File: src/rtl/rd_ptr_empty.sv
// rtl/rd_ptr_empty.sv - read-domain pointer, empty/level flags and underflow for a dual-clock FIFO
//
// Purpose:
//   Read-side half of an asynchronous FIFO. Brings the write-domain Gray
//   pointer into clk_rd through a two-flop synchroniser, advances the binary
//   read pointer on accepted reads, and derives registered empty,
//   almost-empty, level and underflow indications.
//
// Ports:
//   clk_rd            read-domain clock
//   rst_n             asynchronous active-low reset (synchronised release internally)
//   i_rd_en           read request from the consumer
//   i_wr_gray_ptr     write-domain Gray pointer (PtrWidth+1 bits, asynchronous)
//   o_rd_ptr          RAM read address (PtrWidth bits, registered)
//   o_rd_gray_ptr     registered Gray read pointer for the write-domain synchroniser
//   o_rd_empty        FIFO empty flag, also the RAM empty qualifier
//   o_rd_almost_empty level <= AlmostEmptyThresh
//   o_rd_level        occupancy seen by the read domain, 0..Depth
//   o_rd_underflow    one-cycle pulse for a read attempted while empty

module rd_ptr_empty #(
  parameter int Depth             = 8,
  parameter int PtrWidth          = $clog2(Depth),
  parameter int AlmostEmptyThresh = 1
) (
  input  logic                clk_rd,
  input  logic                rst_n,
  input  logic                i_rd_en,
  input  logic [PtrWidth:0]   i_wr_gray_ptr,
  output logic [PtrWidth-1:0] o_rd_ptr,
  output logic [PtrWidth:0]   o_rd_gray_ptr,
  output logic                o_rd_empty,
  output logic                o_rd_almost_empty,
  output logic [PtrWidth:0]   o_rd_level,
  output logic                o_rd_underflow
);

  localparam logic [PtrWidth:0] AeThresh = (PtrWidth + 1)'(AlmostEmptyThresh);

  // Reset synchroniser: assertion is immediate, release is two clk_rd edges
  // later, which also keeps i_rd_en ignored for those two edges.
  logic [1:0] rst_sync_q;
  logic       rst_sync_n;

  always_ff @(posedge clk_rd or negedge rst_n) begin
    if (!rst_n) begin
      rst_sync_q <= 2'b00;
    end else begin
      rst_sync_q <= {rst_sync_q[0], 1'b1};
    end
  end

  assign rst_sync_n = rst_sync_q[1];

  // Write pointer synchroniser; nothing may sit between the two stages.
  logic [PtrWidth:0] wq1_q;
  logic [PtrWidth:0] wq2_q;

  always_ff @(posedge clk_rd or negedge rst_sync_n) begin
    if (!rst_sync_n) begin
      wq1_q <= '0;
      wq2_q <= '0;
    end else begin
      wq1_q <= i_wr_gray_ptr;
      wq2_q <= wq1_q;
    end
  end

  // Read pointer state and registered flags.
  logic [PtrWidth:0] rd_bin_q,    rd_bin_d;
  logic [PtrWidth:0] rd_gray_q,   rd_gray_d;
  logic [PtrWidth:0] level_q,     level_d;
  logic              empty_q,     empty_d;
  logic              almost_q,    almost_d;
  logic              underflow_q, underflow_d;
  logic              rd_inc;
  logic [PtrWidth:0] wr_bin;

  always_comb begin
    // A read is only accepted against the registered empty flag, so an
    // underflowing request never moves the pointer.
    rd_inc    = i_rd_en & ~empty_q;
    rd_bin_d  = rd_bin_q + {{PtrWidth{1'b0}}, rd_inc};
    rd_gray_d = (rd_bin_d >> 1) ^ rd_bin_d;

    // Gray to binary: each bit is the XOR of all Gray bits at or above it.
    wr_bin = '0;
    for (int i = 0; i <= PtrWidth; i++) begin
      wr_bin[i] = ^(wq2_q >> i);
    end

    // Flags look at the post-read pointer so the read that takes the last
    // entry raises empty on the same edge.
    level_d     = wr_bin - rd_bin_d;
    empty_d     = (rd_gray_d == wq2_q);
    almost_d    = (level_d <= AeThresh);
    underflow_d = i_rd_en & empty_q;
  end

  always_ff @(posedge clk_rd or negedge rst_sync_n) begin
    if (!rst_sync_n) begin
      rd_bin_q    <= '0;
      rd_gray_q   <= '0;
      level_q     <= '0;
      empty_q     <= 1'b1;
      almost_q    <= 1'b1;
      underflow_q <= 1'b0;
    end else begin
      rd_bin_q    <= rd_bin_d;
      rd_gray_q   <= rd_gray_d;
      level_q     <= level_d;
      empty_q     <= empty_d;
      almost_q    <= almost_d;
      underflow_q <= underflow_d;
    end
  end

  assign o_rd_ptr          = rd_bin_q[PtrWidth-1:0];
  assign o_rd_gray_ptr     = rd_gray_q;
  assign o_rd_empty        = empty_q;
  assign o_rd_almost_empty = almost_q;
  assign o_rd_level        = level_q;
  assign o_rd_underflow    = underflow_q;

endmodule
File: config.mk
export PLATFORM = sky130hd
export DESIGN_NAME = rd_ptr_empty
export DESIGN_NICKNAME = d
export VERILOG_FILES = /design/src/rtl/rd_ptr_empty.sv
export SDC_FILE = /design/constraint.sdc
export NUM_CORES = 1
export LEC_CHECK = 0
export ABC_AREA = 1
export CAP_MARGIN = 40
export CORE_ASPECT_RATIO = 1.5
export CORE_UTILIZATION = 25
export DETAILED_ROUTE_END_ITERATION = 8
export PLACE_DENSITY_LB_ADDON = 0.05
export SLEW_MARGIN = 20
export SYNTH_ARGS = -nofsm -noshare
export SYNTH_HDL_FRONTEND = slang
export SYNTH_SLANG_ARGS = --single-unit
File: constraint.sdc
create_clock -name clk_rd -period 0.8 [get_ports clk_rd]
set_input_delay 0.2 -clock clk_rd [delete_from_list [all_inputs] [get_ports clk_rd]]
set_output_delay 0.2 -clock clk_rd [all_outputs]
set_load 0.03 [all_outputs]
==> metrics <==
Critical Path Source Type=flop; Critical Path RT=1.01 ns; Fmax=0.5298 GHz; clk root buf=clkbuf_8; Distinct cells, synth=18; worst r2r src=o_rd_empty; vias in the first global route=around 740; Via density=4.026; initial antenna violation count=0; layout cells sized above 1=63.19%; Layout Utilization=44.44%; Worst Path Arrival=2.10 ns; r2r endpoint=o_rd_almost_empty; maxcap violations=0; final worst slack=-1.088 ns; final hold viol count=0; Starting Density=26.17%; Post-route DRC=0; TritonCTS clock tree=built; htree depth=1; #FFs+latches synth=24; # clock sinks=24; Post-synth top flop=dfrtp_1; die width=between 50 and 60 um; crit path from=o_rd_empty; pins over their slew limit=0; R2R depth=15; commonest cells in the netlist=dfrtp_1, inv_1, nand2_1; worst hold path type=in2async; fin crit period=1.888 ns; area of the die=between 4000 and 5000 um2; syn_area_per_cell=11.26 um2; final WL=approximately 1.8 mm; first-pass GRT wire length=~3.1 mm; CP Capture Point=o_rd_almost_empty; largest area contributor in the netlist=dfrtp_1; clk_lat worst skew=0.27 ns; synthesis-to-layout area growth=69.81%; Leakage=between 0.8 and 0.9 nW; hpwl dp=between 1 and 1.5 mm; Post-synth EDFFs=0; Mapped Cells=92; RSZ-0062 raised after global routing=true; Post-Syn Area=1036 um2; io pins=21; cts bufs inserted=3; Yosys warning count=0; Clk pin slew, worst setup/hold paths=0.08 ns; failing checks=setup timing; Rows=28; # diodes=0; Final Skew=0.002334 ns; Die Ht=80.84 um; status=finished with violations; wire length per cell after detailed routing=9.683 um; Placer Congestion=roughly 0.68; Hold-fix buffers, CTS=0; cell area power density=4154 nW/um2; DR iter-0 viols=0; Max Root-Sink Buffers=2; GRT Residual Overflow=0; PortBufs=20; Crit. End Element=flop; overall global routing resource usage=10.27%; peak supply drop=around 3.3 mV; Synthesized Nets=104; pre-CTS setup slack=-1.380 ns; sequential share of the synthesized area=58.21%; Pre-Repair DR Iteration Count=1; Final ANT Viol Nets=0; r2r setup slk=-1.09 ns; worst-path fanout max=3; largest net degree at the start of global routing=23; core area=3959 um2; Synth area leaders=dfrtp_1, ha_1, inv_1; final setup vio count=28; asr flop ratio synth=100.0%; Yosys top cell area share=53.14%; Setup CP Type=reg2reg; nets=157; most common cell in the netlist=dfrtp_1; Vias=761; Fin Setup TNS=-12.75 ns; period utilization=236.0%
per-layer routing:
metal,track usage [%],vias to the layer above,part of all wire [%]
li1,-,375,-
met1,11.15,369,39
met4,6.154,0,1.6
met3,2.247,4,2.5
met2,17.44,13,57
met5,0,-,0
registers in the layout, indices dropped and copies added, names as in the netlist:
signal             count
wq2_q                  4
wq1_q                  4
rst_sync_q             2
o_rd_gray_ptr          3
o_rd_level             4
o_rd_underflow         1
o_rd_empty             1
o_rd_almost_empty      1
rd_bin_q               4
worst min-delay path by stage:
stage,startpoint,endpoint,depth (start not counted)
floorplan,rst_n,rst_sync_q[0],0
detailed placement,rst_sync_q[1],wq1_q[2],1
CTS,rst_n,rst_sync_q[1],1
global route,rst_n,rst_sync_q[0],1
global placement,rst_sync_q[1],wq1_q[2],1
finish,rst_n,rst_sync_q[0],1
layout by cell type, fill, tap and decap left out, drive strengths merged:
cell type / Yosys / final
ha: 5 / 5
inv: 17 / 17
bufinv: 0 / 1
clkbuf: 0 / 3
nand2: 21 / 21
conb: 1 / 1
xor2: 6 / 6
dfstp: 2 / 2
or2: 1 / 1
nor2: 6 / 6
dfrtp: 22 / 22
buf: 0 / 42
nand3: 8 / 8
clkdlybuf4s50: 0 / 5
xnor2: 2 / 2
xnor3: 1 / 1
dlygate4sd2: 0 / 1
logic make-up after synthesis:
group / Yosys count / share of synthesized area [%]
simple gates: 36 / 19.56
flops: 24 / 58.21
buf+inv: 17 / 6.159
xor+xnor: 9 / 9.662
fa+ha+maj: 5 / 6.039
other cells: 1 / 0.3620
final cells by class:
cell class | count | area [um2]
Multi-Input combinational cell | 51 | 489.2
Fill cell | 395 | 2200
Inverter | 17 | 68.82
Clock buffer | 3 | 41.29
Tap cell | 45 | 56.30
Sequential cell | 24 | 604.3
Clock inverter | 1 | 30.03
Timing Repair Buffer | 48 | 469.2
worst max-delay path, cell delays in order, from the launching register on:
cell and delay [ns]:
dfstp_2 0.54, nor2_2 0.04, ha_4 0.16, ha_4 0.16, inv_2 0.04, nand2_2 0.05
nand2_4 0.07, inv_4 0.04, ha_4 0.26, inv_4 0.04, nor2_1 0.07, nand3_1 0.11
nand2_1 0.10, nand2_2 0.06, nand2_2 0.06, nor2_2 0.03
power breakdown:
group	total (mW)	switching, mW	internal, mW
combinational	4.43	2.20	2.23
sequential	1.82	0.223	1.60
clock	1.06	0.388	0.669
total	7.31	2.81	4.50
stage by stage:
step | power, mW | hold slack (ns) | instances | instance area, um2
3_5_place_dp | 5.531 | 0.2229 | 179 | 1489
5_1_grt | 7.862 | 0.08121 | 189 | 1759
4_1_cts | 7.211 | 0.07233 | 186 | 1693
3_3_place_gp | 5.518 | 0.2053 | 179 | 1489
6_report | 7.308 | 0.08555 | 189 | 1759
2_1_floorplan | 4.251 | -0.09559 | 92 | 1090
what timing repair did:
item | CTS | global route
resized for setup | 28 | 13
cloned | 0 | 0
setup buffers | 3 | 4
endpoints found under the setup margin | 27 | 28
pin swaps | 5 | 7
Note: power is estimated with default switching activity, not from simulation.
